===== config.mk =====
export PLATFORM = sky130hd
export DESIGN_NAME = pong_score_keeper
export DESIGN_NICKNAME = d
export VERILOG_FILES = /design/src/rtl/pong_score_keeper_pkg.sv /design/src/rtl/seg7_scan.sv /design/src/rtl/pong_score_keeper.sv
export SDC_FILE = /design/constraint.sdc
export NUM_CORES = 1
export LEC_CHECK = 0
export CAP_MARGIN = 0
export CORE_MARGIN = 2
export CORE_UTILIZATION = 30
export CTS_CLUSTER_SIZE = 8
export DETAILED_ROUTE_END_ITERATION = 16
export PLACE_DENSITY = 0.44
export SLEW_MARGIN = 20
export SYNTH_ARGS = -nofsm -noshare
export SYNTH_HDL_FRONTEND = slang
export SYNTH_SLANG_ARGS = --single-unit

===== constraint.sdc =====
create_clock -name clk -period 3.2 [get_ports clk]
set_input_delay 0.64 -clock clk [delete_from_list [all_inputs] [get_ports clk]]
set_output_delay 0.64 -clock clk [all_outputs]
set_load 0.02 [all_outputs]

===== src/rtl/pong_score_keeper_pkg.sv =====
// Shared definitions for the pong score keeper.
//   - match state encoding (IDLE/PLAY/HOLD/OVER)
//   - player IDs (P1/P2)
//   - active-low 7-segment lookup for hex digits plus the blank code
//   - small BCD helpers used by the score counters and win check
package pong_score_keeper_pkg;

    typedef enum logic [1:0] {
        IDLE = 2'd0,
        PLAY = 2'd1,
        HOLD = 2'd2,
        OVER = 2'd3
    } state_e;

    localparam logic P1 = 1'b0;
    localparam logic P2 = 1'b1;

    // Segment order is {g,f,e,d,c,b,a}; a 0 lights the segment.
    localparam logic [6:0] SEG_BLANK = 7'h7F;

    function automatic logic [6:0] seg_decode(input logic [3:0] digit);
        logic [6:0] seg;
        case (digit)
            4'h0: seg = 7'h40;
            4'h1: seg = 7'h79;
            4'h2: seg = 7'h24;
            4'h3: seg = 7'h30;
            4'h4: seg = 7'h19;
            4'h5: seg = 7'h12;
            4'h6: seg = 7'h02;
            4'h7: seg = 7'h78;
            4'h8: seg = 7'h00;
            4'h9: seg = 7'h10;
            4'hA: seg = 7'h08;
            4'hB: seg = 7'h03;
            4'hC: seg = 7'h46;
            4'hD: seg = 7'h21;
            4'hE: seg = 7'h06;
            default: seg = 7'h0E;
        endcase
        return seg;
    endfunction

    // Two-digit BCD increment, saturating at 99.
    function automatic logic [7:0] bcd_inc(input logic [7:0] v);
        if (v == 8'h99) begin
            return v;
        end
        if (v[3:0] == 4'd9) begin
            return {v[7:4] + 4'd1, 4'd0};
        end
        return {v[7:4], v[3:0] + 4'd1};
    endfunction

    // Elaboration-time conversion of a 0..99 integer to BCD.
    function automatic logic [7:0] bin2bcd(input int unsigned v);
        logic [3:0] tens;
        logic [3:0] ones;
        tens = 4'(v / 10);
        ones = 4'(v % 10);
        return {tens, ones};
    endfunction

    function automatic logic [7:0] bcd2bin(input logic [7:0] v);
        return 8'(v[7:4]) * 8'd10 + 8'(v[3:0]);
    endfunction

endpackage


===== src/rtl/seg7_scan.sv =====
// 4-digit multiplexed 7-segment scanner.
//   clk, rst      : system clock, asynchronous active-low reset
//   i_score1/2    : BCD scores {tens,ones} for player 1 / player 2
//   o_an          : digit enables, active-low; [3]=p1 tens .. [0]=p2 ones
//   o_seg         : segments {g,f,e,d,c,b,a}, active-low
// A prescaler counts 0..SCAN_DIV-1; on each wrap the digit index steps
// 3->2->1->0->3 and an/seg are loaded together so no ghost cycle appears.
// Zero tens digits are blanked.
module seg7_scan
    import pong_score_keeper_pkg::*;
#(
    parameter int unsigned SCAN_DIV = 100_000
) (
    input  logic       clk,
    input  logic       rst,
    input  logic [7:0] i_score1,
    input  logic [7:0] i_score2,
    output logic [3:0] o_an,
    output logic [6:0] o_seg
);

    localparam int unsigned PW = (SCAN_DIV > 1) ? $clog2(SCAN_DIV) : 1;

    logic [PW-1:0] r_presc;
    logic [1:0]    r_idx;
    logic [3:0]    r_an;
    logic [6:0]    r_seg;

    logic          w_wrap;
    logic [1:0]    w_idx_next;
    logic [3:0]    w_digit;
    logic          w_blank;
    logic [6:0]    w_seg_next;

    assign w_wrap     = (r_presc == PW'(SCAN_DIV - 1));
    assign w_idx_next = r_idx - 2'd1;

    // Digit and segment pattern for the index that becomes active on wrap.
    always_comb begin
        w_digit = 4'h0;
        w_blank = 1'b0;
        case (w_idx_next)
            2'd3: begin
                w_digit = i_score1[7:4];
                w_blank = (i_score1[7:4] == 4'h0);
            end
            2'd2: w_digit = i_score1[3:0];
            2'd1: begin
                w_digit = i_score2[7:4];
                w_blank = (i_score2[7:4] == 4'h0);
            end
            default: w_digit = i_score2[3:0];
        endcase
        w_seg_next = w_blank ? SEG_BLANK : seg_decode(w_digit);
    end

    always_ff @(posedge clk or negedge rst) begin
        if (!rst) begin
            r_presc <= '0;
            r_idx   <= 2'd0;
            r_an    <= 4'b1111;
            r_seg   <= SEG_BLANK;
        end else if (w_wrap) begin
            r_presc <= '0;
            r_idx   <= w_idx_next;
            r_an    <= ~(4'b0001 << w_idx_next);
            r_seg   <= w_seg_next;
        end else begin
            r_presc <= r_presc + PW'(1);
        end
    end

    assign o_an  = r_an;
    assign o_seg = r_seg;

endmodule


===== src/rtl/pong_score_keeper.sv =====
// Pong score keeper: match FSM, BCD scores and 7-segment display drive.
//   clk, rst        : system clock, asynchronous active-low reset
//   start           : level request to begin/restart a match (asynchronous)
//   lose1, lose2    : player 1 / player 2 missed (asynchronous level flags)
//   score1, score2  : BCD scores {tens,ones}
//   playing         : high in PLAY and HOLD
//   game_over       : high in OVER
//   winner          : 0 = player 1, 1 = player 2; valid while game_over
//   an, seg         : multiplexed display, both active-low
// Build option: define PONG_DEUCE_EN to require a 2-point lead to win
// (scores then continue past WIN_SCORE, saturating at 99).
// Each input goes through a 2-flop synchroniser and a registered rising-edge
// detector, so an event pulse appears 3 cycles after the input rises and the
// score register updates one cycle later.
module pong_score_keeper
    import pong_score_keeper_pkg::*;
#(
    parameter int unsigned WIN_SCORE   = 11,
    parameter int unsigned HOLD_CYCLES = 25_000_000,
    parameter int unsigned SCAN_DIV    = 100_000
) (
    input  logic       clk,
    input  logic       rst,
    input  logic       start,
    input  logic       lose1,
    input  logic       lose2,
    output logic [7:0] score1,
    output logic [7:0] score2,
    output logic       playing,
    output logic       game_over,
    output logic       winner,
    output logic [3:0] an,
    output logic [6:0] seg
);

    localparam logic [7:0]  WIN_BCD   = bin2bcd(WIN_SCORE);
    localparam int unsigned HW        = (HOLD_CYCLES > 1) ? $clog2(HOLD_CYCLES) : 1;
    localparam logic [HW-1:0] HOLD_LOAD = HW'(HOLD_CYCLES - 1);

    localparam int unsigned EV_L1 = 0;
    localparam int unsigned EV_L2 = 1;
    localparam int unsigned EV_ST = 2;

    // ------------------------------------------------------------------
    // Input conditioning
    // ------------------------------------------------------------------
    logic [2:0] w_async_in;
    logic [2:0] r_sync1;
    logic [2:0] r_sync2;
    logic [2:0] r_sync3;
    logic [2:0] r_ev;

    assign w_async_in = {start, lose2, lose1};

    always_ff @(posedge clk or negedge rst) begin
        if (!rst) begin
            r_sync1 <= '0;
            r_sync2 <= '0;
            r_sync3 <= '0;
            r_ev    <= '0;
        end else begin
            r_sync1 <= w_async_in;
            r_sync2 <= r_sync1;
            r_sync3 <= r_sync2;
            r_ev    <= r_sync2 & ~r_sync3;
        end
    end

    logic w_l1_ev;
    logic w_l2_ev;
    logic w_start_ev;

    assign w_l1_ev    = r_ev[EV_L1];
    assign w_l2_ev    = r_ev[EV_L2];
    assign w_start_ev = r_ev[EV_ST];

    // ------------------------------------------------------------------
    // Score arithmetic and win detection
    // ------------------------------------------------------------------
    state_e        r_state;
    logic [7:0]    r_score1;
    logic [7:0]    r_score2;
    logic          r_playing;
    logic          r_game_over;
    logic          r_winner;
    logic [HW-1:0] r_hold_cnt;

    logic [7:0] w_inc1;
    logic [7:0] w_inc2;
    logic       w_p1_wins;
    logic       w_p2_wins;

    assign w_inc1 = bcd_inc(r_score1);
    assign w_inc2 = bcd_inc(r_score2);

`ifdef PONG_DEUCE_EN
    // Win needs score >= WIN_SCORE with a 2-point lead. At a 99-99 tie the
    // scorer whose point just reached 99 takes the match.
    function automatic logic deuce_win(input logic [7:0] new_s, input logic [7:0] old_s,
                                       input logic [7:0] other);
        logic [7:0] n_bin;
        logic [7:0] o_bin;
        n_bin = bcd2bin(new_s);
        o_bin = bcd2bin(other);
        return (new_s >= WIN_BCD) &&
               ((n_bin >= o_bin + 8'd2) ||
                (old_s != 8'h99 && new_s == 8'h99 && other == 8'h99));
    endfunction

    assign w_p1_wins = deuce_win(w_inc1, r_score1, r_score2);
    assign w_p2_wins = deuce_win(w_inc2, r_score2, r_score1);
`else
    assign w_p1_wins = (w_inc1 == WIN_BCD);
    assign w_p2_wins = (w_inc2 == WIN_BCD);
`endif

    // ------------------------------------------------------------------
    // Match FSM with registered outputs
    // ------------------------------------------------------------------
    always_ff @(posedge clk or negedge rst) begin
        if (!rst) begin
            r_state     <= IDLE;
            r_score1    <= 8'h00;
            r_score2    <= 8'h00;
            r_playing   <= 1'b0;
            r_game_over <= 1'b0;
            r_winner    <= P1;
            r_hold_cnt  <= '0;
        end else if (w_start_ev) begin
            // A start event restarts the match from any state.
            r_state     <= PLAY;
            r_score1    <= 8'h00;
            r_score2    <= 8'h00;
            r_playing   <= 1'b1;
            r_game_over <= 1'b0;
            r_winner    <= P1;
            r_hold_cnt  <= '0;
        end else begin
            unique case (r_state)
                IDLE: ;
                PLAY: begin
                    if (w_l1_ev && w_l2_ev) begin
                        r_state    <= HOLD;
                        r_hold_cnt <= HOLD_LOAD;
                    end else if (w_l1_ev) begin
                        r_score2 <= w_inc2;
                        if (w_p2_wins) begin
                            r_state     <= OVER;
                            r_winner    <= P2;
                            r_playing   <= 1'b0;
                            r_game_over <= 1'b1;
                        end else begin
                            r_state    <= HOLD;
                            r_hold_cnt <= HOLD_LOAD;
                        end
                    end else if (w_l2_ev) begin
                        r_score1 <= w_inc1;
                        if (w_p1_wins) begin
                            r_state     <= OVER;
                            r_winner    <= P1;
                            r_playing   <= 1'b0;
                            r_game_over <= 1'b1;
                        end else begin
                            r_state    <= HOLD;
                            r_hold_cnt <= HOLD_LOAD;
                        end
                    end
                end
                HOLD: begin
                    // Lose events are dropped for the whole hold-off.
                    if (r_hold_cnt == '0) begin
                        r_state <= PLAY;
                    end else begin
                        r_hold_cnt <= r_hold_cnt - HW'(1);
                    end
                end
                OVER: ;
            endcase
        end
    end

    assign score1    = r_score1;
    assign score2    = r_score2;
    assign playing   = r_playing;
    assign game_over = r_game_over;
    assign winner    = r_winner;

    // ------------------------------------------------------------------
    // Display
    // ------------------------------------------------------------------
    seg7_scan #(
        .SCAN_DIV (SCAN_DIV)
    ) u_seg7_scan (
        .clk      (clk),
        .rst      (rst),
        .i_score1 (r_score1),
        .i_score2 (r_score2),
        .o_an     (an),
        .o_seg    (seg)
    );

endmodule


==> impl_metrics.json <==
{
  "viasPerCell": 5.24,
  "start_kind": "flip-flop",
  "mostFrequentLayoutCells": "77 x dfrtp_1, 62 x nor2_1, 36 x nand2_1",
  "cp_num_cells": 6,
  "synth.distinct_cells": 68,
  "final_common_cell": "dfrtp_1",
  "post_synth_xor_area_fraction": 0.0351,
  "tightest_slew_ns": 0.880,
  "r2r-start": "r_hold_cnt[13]",
  "cts_tree": "yes",
  "clockBufferDepth": 2,
  "synthMuxAreaShare": 0.0228,
  "syn_nets": 547,
  "place_inst": 762,
  "crit_buf_inv": 0,
  "synthFlopType": "dfrtp_1",
  "wire_per_inst_um": 16.3,
  "rsz0062_at_grt": "no",
  "dpl_worst_slack_ns": 0.202,
  "period_needed_ns": 3.02,
  "ctsHoldBuffers": 0,
  "synth.avg_cell_area_um2": 9.57,
  "netlist.area_leader.share": 0.386,
  "die-area_um2": 17700,
  "cts_made_buffers": 9,
  "htreeDepth": 3,
  "antenna_found_initial": 0,
  "utilization": 0.356,
  "drt-initial-drc-count": 248,
  "grt_pass1_wl_um": 21600,
  "crit_end": "r_hold_cnt[5]",
  "gp_congestion": 0.773,
  "yosys.area.top_type": "dfrtp_1",
  "synth_seq_cells": 88,
  "post-cts-setup-buffers": 0,
  "drtPass1Iterations": 5,
  "worst_slack_ns": 0.181,
  "slew_headroom": 0.412,
  "worstPathMaxFanout": 12,
  "port_buffers": 34,
  "dpl.hpwl_um": 8270,
  "cap_viol_max_count": 0,
  "synth_area_leaders": "dfrtp_1 39%, dfstp_2 5.8%, ha_1 5.3%",
  "track_usage": 0.153,
  "overflow": 0,
  "yosysWarnings": 0,
  "die_y_um": 133,
  "initial_core_util": 0.304,
  "fillers": 1653,
  "design.core.area_um2": 16400,
  "area_growth_pct": 17.1,
  "ant_nets": 0,
  "synth_edf_count": 0,
  "clk_latency_ns": 0.35,
  "netlist_area_um2": 4990,
  "fp.dieW_um": 133,
  "cp.required_ns": 3.43,
  "ir_worst_vdd_mv": 0.256,
  "clk_pin_slew_ns": 0.07,
  "setup_tns_ns": 0,
  "leakage_nw": 2.28,
  "cts_resized": 0,
  "syn_inst": 521,
  "cts.root.buffer_cell": "clkbuf_16",
  "p_per_area_nw_per_um2": 533,
  "startpoint": "r_hold_cnt[13]",
  "worst_hold_path_type": "input pin to asynchronous set/reset pin",
  "seq_area_frac_synth": 0.444,
  "routed_wl_um": 12700,
  "vias": 4079,
  "final_hold_viol_count": 0,
  "final_cells": 778,
  "status": "finished clean",
  "synth_compound_gate_area_share": 0.179,
  "rr_endpoint": "r_hold_cnt[5]",
  "synth_fa_ha_area_frac": 0.0527,
  "finalClockSkew_ns": 0.00736,
  "route.detailed.drc": 0,
  "nets": 579,
  "cts.sinks": 88,
  "arrival_ns": 3.25,
  "max_stage_delay_ns": 0.64,
  "finalPower_mw": 3.11,
  "post-route-period-util": 0.944,
  "rrSetupSlack_ns": 0.18,
  "slowest_stage": "or4_4",
  "setup-violations-final": 0,
  "rows": 47,
  "reg2reg_depth": 6,
  "path_cells": "or4_1 -> or3_1 -> or4_4 -> a21oi_4 -> a221oi_1 -> o221a_2",
  "grt_max_degree": 89,
  "multi_input_area_um2": 2500,
  "synth_top_family_by_area": "simple AND/OR/NAND/NOR gates",
  "max_freq_mhz": 331,
  "grt_pass1_vias": 4117,
  "setup.worst_path.end_class": "flip-flop",
  "crit_type": "flip-flop to flip-flop",
  "synthSimpleGateAreaFrac": 0.211,
  "num_antenna_cells": 0,
  "ioPinCount": 35,
  "final-seq-area_um2": 2220,
  "synthArstFlopShare": 1.00,
  "slew_viol_final": 0,
  "cp_top_family": "simple AND/OR/NAND/NOR gates",
  "drive_gt1_frac": 0.108
}
## layer usage
layer | global-route usage | vias to the layer above | wire length, um
li1 | - | 1975 | -
met1 | 0.203 | 2005 | 6060
met2 | 0.244 | 82 | 5900
met3 | 0.0406 | 17 | 511
met4 | 0.0448 | 0 | 234
met5 | 0 | - | 0
## synthesized netlist by cell type, types with 11 or more instances
cell	n
inv_1	30
dfstp_2	11
nand3_1	14
ha_1	21
o21ai_0	19
dfrtp_1	77
xnor2_1	11
nand2_1	36
nor2_1	62
nor3_1	19
clkbuf_1	16
a31oi_1	19
a21oi_1	21
## how the worst min path moves through the flow
stage / startpoint / end / slack (ns)
after floorplan: r_sync1[0] / r_sync2[0] / 0.33
after global placement: r_sync1[1] / r_sync2[1] / 0.33
after detailed placement: r_sync1[1] / r_sync2[1] / 0.34
after CTS: rst / r_sync3[2] / 0.36
after global routing: rst / r_sync3[2] / 0.36
final: rst / r_sync3[2] / 0.33
## worst register-to-register path: cells and delay by family, from the launching register on
family	cells	cell delay [ns]
flip-flops	1	0.41
AND/OR/NAND/NOR	3	1.68
AO/OA/AOI/OAI	3	0.82
## flip-flops by register name, indices dropped and copies added (netlist names), 3 cells and up
signal,flops
u_seg7_scan.r_presc,17
r_sync1,3
r_sync2,3
r_hold_cnt,25
r_sync3,3
r_ev,3
score1,8
u_seg7_scan.o_seg,7
u_seg7_scan.o_an,4
score2,8
## layout make-up
cell class / count / area share
well taps: 220 / 0.0471
flip-flops and latches: 88 / 0.380
clock inverters: 6 / 0.0116
inverters: 30 / 0.0193
clock buffers: 10 / 0.0392
multi-input cells: 379 / 0.429
repair buffers: 45 / 0.0742
## report_power, final
part / internal (mW) / switching (mW)
Sequential: 1.24 / 0.149
Combinational: 0.254 / 0.393
Clock: 0.610 / 0.469
## cell families after synthesis
| kind of cell | Yosys count |
|---|---|
| simple gates | 202 |
| compound gates | 125 |
| flops | 88 |
| buf+inv | 54 |
| fa+ha+maj | 21 |
| xor+xnor | 20 |
| mux | 11 |
## through the flow
| stage | hold slack, ns | area (um^2) |
|---|---|---|
| 3_3_place_gp | 0.333 | 5540 |
| 4_1_cts | 0.355 | 5840 |
| 3_5_place_dp | 0.336 | 5540 |
| 6_report | 0.331 | 5840 |
| 2_1_floorplan | 0.331 | 4990 |
| 5_1_grt | 0.356 | 5840 |
Note: power is estimated with default switching activity, not from simulation.
